### config.mk
export PLATFORM = sky130hd
export DESIGN_NAME = cdr_loop_filter
export DESIGN_NICKNAME = d
export VERILOG_FILES = /design/src/rtl/cdr_lf_pkg.sv /design/src/rtl/cdr_lf_vote.sv /design/src/rtl/cdr_loop_filter.sv
export SDC_FILE = /design/constraint.sdc
export NUM_CORES = 1
export LEC_CHECK = 0
export ABC_AREA = 1
export CORE_MARGIN = 8
export CORE_UTILIZATION = 40
export DETAILED_ROUTE_END_ITERATION = 8
export GPL_TIMING_DRIVEN = 0
export PLACE_DENSITY = 0.63
export SLEW_MARGIN = 10
export SYNTH_ARGS = -nofsm -noshare
export SYNTH_HDL_FRONTEND = slang
export SYNTH_SLANG_ARGS = --single-unit
### constraint.sdc
create_clock -name clk -period 9.9 [get_ports clk]
set_clock_uncertainty 0.05 [all_clocks]
set_input_delay 1.485 -clock clk [delete_from_list [all_inputs] [get_ports clk]]
set_output_delay 1.485 -clock clk [all_outputs]
set_load 0.01 [all_outputs]
### src/rtl/cdr_lf_pkg.sv
// -----------------------------------------------------------------------------
// cdr_lf_pkg
//   Shared types and defaults for the CDR digital loop filter.
//   - lf_mode_e      : loop operating mode (mode code 3 behaves as LF_FREEZE)
//   - *_DEF          : default parameter values for cdr_loop_filter
//   - clamp_shift()  : limits a gain shift so 1<<shift stays below full scale
//   - mode_is_freeze(): decodes both freeze encodings
// -----------------------------------------------------------------------------
package cdr_lf_pkg;

   typedef enum logic [1:0] {
      LF_2ND    = 2'd0,
      LF_1ST    = 2'd1,
      LF_FREEZE = 2'd2
   } lf_mode_e;

   localparam int NUM_PD_DEF      = 4;
   localparam int DEC_LEN_DEF     = 4;
   localparam int FREQ_WIDTH_DEF  = 16;
   localparam int PHASE_WIDTH_DEF = 25;
   localparam int CODE_WIDTH_DEF  = 11;
   localparam int FSHIFT_DEF      = 6;
   localparam int LOCK_CNT_DEF    = 64;

   // A shift of fw-1 or more would push the step onto the sign bit of the
   // frequency word, so such settings fall back to the largest legal shift.
   function automatic logic [3:0] clamp_shift(input logic [3:0] sh, input int fw);
      if (int'(sh) >= fw - 1) begin
         return 4'(fw - 2);
      end
      return sh;
   endfunction

   function automatic logic mode_is_freeze(input logic [1:0] m);
      return m[1];
   endfunction

endpackage

### src/rtl/cdr_lf_vote.sv
// -----------------------------------------------------------------------------
// cdr_lf_vote
//   Per-lane early/late vote and its pipeline register.
//   Each lane contributes +1 (up only), -1 (dn only) or 0 (both/neither);
//   the signed lane sum is registered into vote_q.
// Ports:
//   clk, rst_n  : clock, async active-low reset
//   up, dn      : NUM_PD lane indications
//   vote_q      : registered signed vote sum
// -----------------------------------------------------------------------------
module cdr_lf_vote #(
   parameter int NUM_PD = 4,
   parameter int VOTE_W = 4
) (
   input  logic                     clk,
   input  logic                     rst_n,
   input  logic [NUM_PD-1:0]        up,
   input  logic [NUM_PD-1:0]        dn,
   output logic signed [VOTE_W-1:0] vote_q
);

   localparam logic signed [VOTE_W-1:0] ONE = VOTE_W'(1);

   logic signed [VOTE_W-1:0] vote;

   always_comb begin
      vote = '0;
      for (int i = 0; i < NUM_PD; i++) begin
         if (up[i] && !dn[i]) begin
            vote = vote + ONE;
         end else if (dn[i] && !up[i]) begin
            vote = vote - ONE;
         end
      end
   end

   always_ff @(posedge clk or negedge rst_n) begin
      if (!rst_n) begin
         vote_q <= '0;
      end else begin
         vote_q <= vote;
      end
   end

endmodule

### src/rtl/cdr_loop_filter.sv
// -----------------------------------------------------------------------------
// cdr_loop_filter
//   Second-order bang-bang CDR loop filter. Lane votes are summed over a
//   DEC_LEN-cycle window; the sign of each window drives a saturating
//   frequency integrator and a wrapping phase accumulator whose top bits
//   form the phase-interpolator code. A lock counter tracks dithering.
// Ports:
//   clk, rst_n   : clock, async active-low reset
//   up, dn       : NUM_PD phase-detector lane pairs
//   kp, ki       : proportional / integral gain shifts
//   mode         : 0 second-order, 1 first-order (freq held), 2/3 freeze
//   clr_sat      : clears sat_flag (a same-cycle set wins)
//   code         : phase-interpolator code (top bits of phase)
//   freq_out     : signed frequency integrator
//   upd_valid    : one-cycle pulse after each integrator update
//   locked       : lock counter at LOCK_CNT
//   sat_flag     : sticky frequency clamp indicator
// -----------------------------------------------------------------------------
module cdr_loop_filter
   import cdr_lf_pkg::*;
#(
   parameter int NUM_PD      = NUM_PD_DEF,
   parameter int DEC_LEN     = DEC_LEN_DEF,
   parameter int FREQ_WIDTH  = FREQ_WIDTH_DEF,
   parameter int PHASE_WIDTH = PHASE_WIDTH_DEF,
   parameter int CODE_WIDTH  = CODE_WIDTH_DEF,
   parameter int FSHIFT      = FSHIFT_DEF,
   parameter int LOCK_CNT    = LOCK_CNT_DEF
) (
   input  logic                          clk,
   input  logic                          rst_n,
   input  logic [NUM_PD-1:0]             up,
   input  logic [NUM_PD-1:0]             dn,
   input  logic [3:0]                    kp,
   input  logic [3:0]                    ki,
   input  logic [1:0]                    mode,
   input  logic                          clr_sat,
   output logic [CODE_WIDTH-1:0]         code,
   output logic signed [FREQ_WIDTH-1:0]  freq_out,
   output logic                          upd_valid,
   output logic                          locked,
   output logic                          sat_flag
);

   localparam int VOTE_W = $clog2(NUM_PD + 1) + 1;
   localparam int ACC_W  = $clog2(NUM_PD * DEC_LEN + 1) + 1;
   localparam int CNT_W  = (DEC_LEN > 1) ? $clog2(DEC_LEN) : 1;
   localparam int LOCK_W = $clog2(LOCK_CNT + 1);

   localparam logic [CNT_W-1:0]           WIN_LAST = CNT_W'(DEC_LEN - 1);
   localparam logic [LOCK_W-1:0]          LOCK_TOP = LOCK_W'(LOCK_CNT);
   localparam logic signed [FREQ_WIDTH-1:0] FREQ_MAX = {1'b0, {(FREQ_WIDTH-1){1'b1}}};
   localparam logic signed [FREQ_WIDTH-1:0] FREQ_MIN = {1'b1, {(FREQ_WIDTH-1){1'b0}}};

   logic signed [VOTE_W-1:0]     vote_q;
   logic signed [ACC_W-1:0]      acc;
   logic signed [ACC_W-1:0]      acc_sum;
   logic [CNT_W-1:0]             win_cnt;
   logic                         run_q;
   logic signed [FREQ_WIDTH-1:0] freq;
   logic [PHASE_WIDTH-1:0]       phase;
   logic                         prev_pos;
   logic                         prev_neg;
   logic [LOCK_W-1:0]            lock_cnt;

   logic                         frz;
   logic                         active;
   logic                         win_end;
   logic                         d_pos;
   logic                         d_neg;
   logic [3:0]                   kp_eff;
   logic [3:0]                   ki_eff;
   logic signed [FREQ_WIDTH:0]   freq_ext;
   logic signed [FREQ_WIDTH:0]   ki_step;
   logic signed [FREQ_WIDTH:0]   freq_sum;
   logic                         clamp;
   logic signed [FREQ_WIDTH-1:0] freq_new;
   logic [PHASE_WIDTH-1:0]       freq_term;
   logic [PHASE_WIDTH-1:0]       kp_step;
   logic [PHASE_WIDTH-1:0]       phase_nxt;
   logic [LOCK_W-1:0]            lock_nxt;
   logic                         sat_set;

   cdr_lf_vote #(
      .NUM_PD (NUM_PD),
      .VOTE_W (VOTE_W)
   ) u_vote (
      .clk    (clk),
      .rst_n  (rst_n),
      .up     (up),
      .dn     (dn),
      .vote_q (vote_q)
   );

   always_comb begin
      frz = mode_is_freeze(mode);
      // run_q is low on the first edge after reset or freeze, so every
      // window consumes DEC_LEN votes registered while the loop was running.
      active  = run_q && !frz;
      win_end = active && (win_cnt == WIN_LAST);

      acc_sum = acc + ACC_W'(vote_q);
      d_neg   = acc_sum[ACC_W-1];
      d_pos   = !acc_sum[ACC_W-1] && (acc_sum != '0);

      kp_eff = clamp_shift(kp, FREQ_WIDTH);
      ki_eff = clamp_shift(ki, FREQ_WIDTH);

      // One guard bit detects overflow of the signed frequency update.
      freq_ext = (FREQ_WIDTH+1)'(freq);
      ki_step  = (FREQ_WIDTH+1)'(1) << ki_eff;
      freq_sum = freq_ext;
      if (d_pos) begin
         freq_sum = freq_ext + ki_step;
      end else if (d_neg) begin
         freq_sum = freq_ext - ki_step;
      end
      clamp = (freq_sum[FREQ_WIDTH] != freq_sum[FREQ_WIDTH-1]);
      if (clamp) begin
         freq_new = freq_sum[FREQ_WIDTH] ? FREQ_MIN : FREQ_MAX;
      end else begin
         freq_new = freq_sum[FREQ_WIDTH-1:0];
      end

      // Phase uses the pre-update frequency; the sum wraps by width.
      freq_term = PHASE_WIDTH'(freq >>> FSHIFT);
      kp_step   = PHASE_WIDTH'(1) << kp_eff;
      phase_nxt = phase + freq_term;
      if (d_pos) begin
         phase_nxt = phase + freq_term + kp_step;
      end else if (d_neg) begin
         phase_nxt = phase + freq_term - kp_step;
      end

      // Zero or alternating decisions count toward lock; a repeat resets it.
      lock_nxt = lock_cnt;
      if ((!d_pos && !d_neg) || (d_pos && prev_neg) || (d_neg && prev_pos)) begin
         if (lock_cnt != LOCK_TOP) begin
            lock_nxt = lock_cnt + LOCK_W'(1);
         end
      end else if ((d_pos && prev_pos) || (d_neg && prev_neg)) begin
         lock_nxt = '0;
      end

      sat_set = win_end && (mode == LF_2ND) && clamp;
   end

   always_ff @(posedge clk or negedge rst_n) begin
      if (!rst_n) begin
         acc       <= '0;
         win_cnt   <= '0;
         run_q     <= 1'b0;
         freq      <= '0;
         phase     <= '0;
         prev_pos  <= 1'b0;
         prev_neg  <= 1'b0;
         lock_cnt  <= '0;
         upd_valid <= 1'b0;
         locked    <= 1'b0;
         sat_flag  <= 1'b0;
      end else begin
         run_q     <= !frz;
         upd_valid <= win_end;

         if (sat_set) begin
            sat_flag <= 1'b1;
         end else if (clr_sat) begin
            sat_flag <= 1'b0;
         end

         if (!active) begin
            acc     <= '0;
            win_cnt <= '0;
         end else if (win_end) begin
            acc      <= '0;
            win_cnt  <= '0;
            if (mode == LF_2ND) begin
               freq <= freq_new;
            end
            phase    <= phase_nxt;
            lock_cnt <= lock_nxt;
            locked   <= (lock_nxt == LOCK_TOP);
            if (d_pos || d_neg) begin
               prev_pos <= d_pos;
               prev_neg <= d_neg;
            end
         end else begin
            acc     <= acc_sum;
            win_cnt <= win_cnt + CNT_W'(1);
         end
      end
   end

   assign code     = phase[PHASE_WIDTH-1 -: CODE_WIDTH];
   assign freq_out = freq;

endmodule

; Yosys cells after proc, flatten, opt, wreduce, memory -nomap -nowiden
; Index checks and enable logic that the tools add are counted.
; Widths: inputs -> output; s select.
[totals]
register_bits = 66
wordCells = 105
out_inout_bits = 30
inputBits = 21
[op_classes]
shift = 2
eq_ne = 4
order_cmp = 2
n_addsub = 14
n_reduce_logical = 41
muxes = 29
[op_table]
columns = operator, n
row1 = $add 25x25->25, 2
row2 = $mux 25, 2
row3 = $mux 4, 12
row4 = $mux 17, 2
row5 = $mux 16, 2
row6 = $shl 1x4->25 const A, 1
row7 = $sub 25x25->25, 1
row8 = $mux 7, 3
row9 = $logic_and 1x1->1, 18
row10 = $add 16x17->17, 1
row11 = $shl 1x4->17 const A, 1
row12 = $sub 16x17->17, 1
row13 = $add 4x2->4 const B, 3
row14 = $mux 6, 2
row15 = $sub 4x2->4 const B, 3
row16 = $logic_not 1->1, 11
row17 = $ge 4x4->1 const B, 2
row18 = $add 7x1->7 const B, 1
row19 = $eq 7x7->1 const B, 1
row20 = $ne 7x7->1 const B, 1
row21 = $add 6x4->6, 1
row22 = $reduce_and 3->1, 2
row23 = $reduce_bool 6->1, 1
row24 = $logic_or 1x1->1, 4
row25 = 10 further kinds, 14

; Depth between registers and ports, before layout
[logic_depth]
ltp_word = 13
depth_mapped = 25
depth_no_buf = 24

; By module
; From an unflattened synthesis, not the netlist that was laid out.
[hier_totals]
hier_cells = 1523
hier_area_um2 = 9474.1
[modules_own_cells]
columns = mod, seq_area_each_um2, area_each_um2, n_inst, cells_per_inst
row1 = cdr_loop_filter, 1551.5, 8883.5, 1, 1428
row2 = cdr_lf_vote, 100.1, 590.6, 1, 95

; Least setup slack after synthesis
; Ideal clock, no wire load.
[synth_timing]
path_type = input-to-reg
startpoint = in ki[1]
endpoint = reg freq[8], in the netlist freq_out[8]
cell_stages = 24
path_buffers = 2
t_arrival_ps = 4039
setup_slack_ps = 5746
setup_time_ps = 66
required_time_ps = 9784
cell_sequence = clkbuf_1 -> nor2_1 -> inv_1 -> nor3_1 -> inv_1 -> fa_1 -> inv_1 -> nand2_1 -> o21ai_1 -> nand2_1 -> nand3_2 -> nand2_1 -> nand2_1 -> nand4_1 -> nand2_1 -> nand2_1 -> nand2_1 -> nand2_2 -> nand2_2 -> nand2_4 -> buf_6 -> nand2_1 -> nand3_1 -> nand2_1
[synth_via]
elab_chain_cells = 10
[synth_lines]
columns = element, line
row1 = from (decl), cdr_loop_filter.sv:35  ; input logic [3:0] ki,
row2 = $ge 4x4->1, cdr_lf_pkg.sv:28  ; if (int'(sh) >= fw - 1) begin
row3 = $mux 1, cdr_lf_pkg.sv:28
row4 = $mux 4 *, cdr_lf_pkg.sv:31  ; return sh;
row5 = $shl 1x4->17 *, cdr_loop_filter.sv:111  ; ki_step = (FREQ_WIDTH+1)'(1) << ki_eff;
row6 = $sub 16x17->17, cdr_loop_filter.sv:116  ; freq_sum = freq_ext - ki_step;
row7 = $mux 17, cdr_loop_filter.sv:115  ; end else if (d_neg) begin
row8 = $mux 17 *, cdr_loop_filter.sv:113  ; if (d_pos) begin
row9 = $ne 1x1->1, cdr_loop_filter.sv:118  ; clamp = (freq_sum[FREQ_WIDTH] != freq_sum[FREQ_WIDTH-1]);
row10 = $reduce_bool 3->1 (no source line), --
row11 = $reduce_and 4->1 (no source line), --
row12 = to (signal assigned), cdr_loop_filter.sv:178  ; freq <= freq_new;
row13 = to (decl), cdr_loop_filter.sv:60  ; logic signed [FREQ_WIDTH-1:0] freq;
; Mark *: on every way between the ends. The rest lies on a longest branch, timed or not. The select of a mux whose other input is x is not followed.
; A chain may end at the register's enable or synchronous reset.

; Worst setup path in the final report
[layout_timing]
startpoint = in kp[0]
endpoint = reg phase[17]
[layout_via]
elab_chain_cells = 7
[layout_lines]
columns = element, line
row1 = from (decl), cdr_loop_filter.sv:34  ; input logic [3:0] kp,
row2 = $ge 4x4->1, cdr_lf_pkg.sv:28
row3 = $mux 1, cdr_lf_pkg.sv:28
row4 = $mux 4 *, cdr_lf_pkg.sv:31
row5 = $shl 1x4->25 *, cdr_loop_filter.sv:127  ; kp_step = PHASE_WIDTH'(1) << kp_eff;
row6 = $sub 25x25->25, cdr_loop_filter.sv:132  ; phase_nxt = phase + freq_term - kp_step;
row7 = $mux 25, cdr_loop_filter.sv:131  ; end else if (d_neg) begin
row8 = $mux 25 *, cdr_loop_filter.sv:129  ; if (d_pos) begin
row9 = to (signal assigned), cdr_loop_filter.sv:180  ; phase <= phase_nxt;
row10 = to (decl), cdr_loop_filter.sv:61  ; logic [PHASE_WIDTH-1:0] phase;
; Mark *: on every way between the ends. The rest lies on a longest branch, timed or not.

==> out/qor.yml <==
reg2regPathDepth: 21
wl_per_cell_um: 15.26
root_buffer: "clkbuf_16"
holdBufCountCts: 0
post_cts_buffers: 0
grt_usage_pct: 19.68
final_util_pct: 45.60
crit_fanout: 5
n_antenna_cell: 0
die-width_um: 167.5
hp-class: "flip-flop to flip-flop"
h-tree-depth: 3
fin_crit_ps: 4979
cp_num_buf_inv: 6
dr.pass1.iters: 5
cpMostUsedCell: "inv_1"
cts_tree: "yes"
final_nets: 1635
dominantRegCellSynth: "dfrtp_1"
ys_seq_elements: 66
nFillCells: 2379
wirelength_um: 27380
finalNonFillerCells: 1795
setup_violations: 0
crit_slowest_cell: "clkdlybuf4s50_1"
viasPerCell: 5.255
gp_congestion: 0.9404
grt_pass1_wl_um: 45150
dp_hpwl_um: 22380
grt_overflow: 0
port_buffers: 46
multi_input_area_um2: 6447
leakage_nw: 5.590
worst_pin_slew_ps: 931.4
regArea_um2: 1652
cts_made_buffers: 9
final_antenna_net_count: 0
yosysUniqueCellTypes: 55
critical_path_class: "primary input to flip-flop"
die_h_um: 167.5
initial_core_util_pct: 40.66
final.setup.tns_ps: 0
maxCapViolCount: 0
crit_path_max_incr_delay_ps: 550
worstSetupPathDepth: 20
final_hold_viol_count: 0
cp_cell_sequence: "clkdlybuf4s50_1, inv_1, nor2_1, inv_1, nor3_1, inv_1, ha_1, nor2_1, nand2_1, nand3_1, inv_1, o21ai_1, inv_1, o21ai_1, nand3_1, nand2_1, nand2_1, nand2_1, xor2_1, o21ai_1"
route.detailed.drc: 0
cts.sinks: 66
timing.fmax_mhz: 200.9
ys_seq_area_share_pct: 18.00
syn_inst: 1445
final_area_um2: 10290
cp-start-kind: "primary input"
end_kind: "flip-flop"
cp_data_arrival_time_ps: 5130
clk-insertion-delay-late_ps: 340
synth_edf_count: 0
ir_drop_v: 0.00006810
die-area_um2: 28050
first_global_vias: 8812
worstPathRequired_ps: 10060
vias: 9433
drive_gt1_share_pct: 6.755
timing.final.crit_share_pct: 50.29
rows: 55
rsz0062_at_grt: "false"
total_power_w: 0.001724
synthToLayoutAreaGrowth_pct: 12.15
p_per_area_nw_per_um2: 167.5
min_path_cells: 1
ios: 51
drv_slew: 0
synthArstFlopShare_pct: 100.0
crit_family: "simple AND/OR/NAND/NOR gates"
placed_area_um2: 10020
postSynthAreaPerCell_um2: 6.351
relSlewSlack_pct: 37.91
grt_max_degree: 39
antenna_found_initial: 0
drt_iter0_markers: 654
yosysWarnings: 0
clock_path_buffers: 2
path_clk_slew_ps: 60
netlist_area_um2: 9178
status: "finished clean"
cts_resized: 0
place_inst: 1779
core_um2: 22570
placed cells by master (no fill, tap or decap), drive strengths merged:
master         synthesis  layout
clkinv                 1       4
nand3b                 2       2
inv                  213     213
o21bai                10      10
o211ai                 7       7
fa                     6       6
a211oi                 3       3
o22ai                  5       5
a21o                   3       3
nor2                 141     141
a221o                  1       1
o21a                   2       2
a31oi                  7       7
nor3                  25      25
and3                   1       1
ha                   103     103
xnor2                 13      13
a21boi                 4       4
a22oi                  1       1
buf                   32      34
o2111ai                2       2
conb                   2       4
o21ai                 80      80
o31ai                  4       4
clkbuf                17      28
a32o                   1       1
a21oi                108     108
o22a                   2       2
clkinvlp               0       2
clkdlybuf4s50          0      45
a221oi                 3       3
or2                    7       7
nand4                 44      44
a2bb2oi                4       4
nor4                   2       2
dfrtp                 66      66
nand2                363     363
a22o                   2       2
nand3                111     111
xor2                  47      47
per-stage QoR:
stage / setup WS [ps] / hold WS, ps
after CTS: 4965 / 398.0
final: 4921 / 390.5
after global routing: 4549 / 417.8
after global placement: 4606 / 378.2
after floorplan: 5746 / 359.9
after detailed placement: 4603 / 390.7
final timing paths:
check | startpoint | to | slack (ps)
worst max-delay path | kp[0] | phase[17] | 4920
worst min-delay path | win_cnt[0] | win_cnt[0] | 390
worst max register to register | freq_out[8] | phase[17] | 5160
worst min register to register | win_cnt[0] | win_cnt[0] | 390
max in group asynchronous | rst_n | acc[3] | 8220
min in group asynchronous | rst_n | phase[20] | 1020
state kept, by name, summed over array words and instances, names as in the netlist:
name,count
prev_neg,1
lock_cnt,7
acc,6
prev_pos,1
freq_out,16
run_q,1
locked,1
sat_flag,1
upd_valid,1
phase,25
win_cnt,2
u_vote.vote_q,4
layout make-up:
type	count	share of cell area [%]
multi-input combinational	1118	62.64
sequential	66	16.05
inverter	214	7.853
timing repair buffer	47	4.644
tap	285	3.465
buffer	49	2.699
clock buffer	11	2.358
clock inverter	5	0.2918
layer usage:
metal,share of wire [%],GRT usage (%)
met3,5.7,3.292
met4,1.5,4.969
met5,0,0
met1,49,27.33
met2,44,31.15
cells by family after synthesis:
logic type / after synthesis / synth area share, %
other: 2 / 0.08183
adders and majority gates: 109 / 15.35
buffers and inverters: 263 / 11.83
AOI/OAI and AO/OA: 249 / 15.60
DFF: 66 / 18.00
and+or+nand+nor: 696 / 33.33
xor gates and xnor gates: 60 / 5.808
power breakdown:
| part | switching [W] | internal (W) | leakage (nW) |
|---|---|---|---|
| logic | 0.000720 | 0.000373 | 4.58 |
| registers | 0.0000324 | 0.000302 | 0.881 |
| clock network | 0.000122 | 0.000175 | 0.131 |
cells in the mapped netlist (all sizes together), types with 2 or more instances:
cell	count	area, µm²
a21oi	108	566.8
nor3	25	135.1
a21boi	4	30.03
or2	7	46.30
o22a	2	17.52
o211ai	7	52.55
o21bai	10	75.07
a21o	3	22.52
nand4	44	275.3
a221oi	3	26.28
clkbuf	17	63.81
a211oi	3	22.52
xnor2	13	121.4
o21ai	80	400.4
buf	32	214.0
fa	6	120.1
o31ai	4	30.03
nand3b	2	15.01
a2bb2oi	4	35.03
conb	2	7.510
nand3	111	575.6
xor2	47	411.6
nand2	363	1433
inv	213	804.5
a31oi	7	43.79
o21a	2	15.01
nor4	2	12.51
a22o	2	17.52
o22ai	5	31.28
o2111ai	2	17.52
dfrtp	66	1652
ha	103	1289
nor2	141	555.5
(Power assumes the default switching activity.)
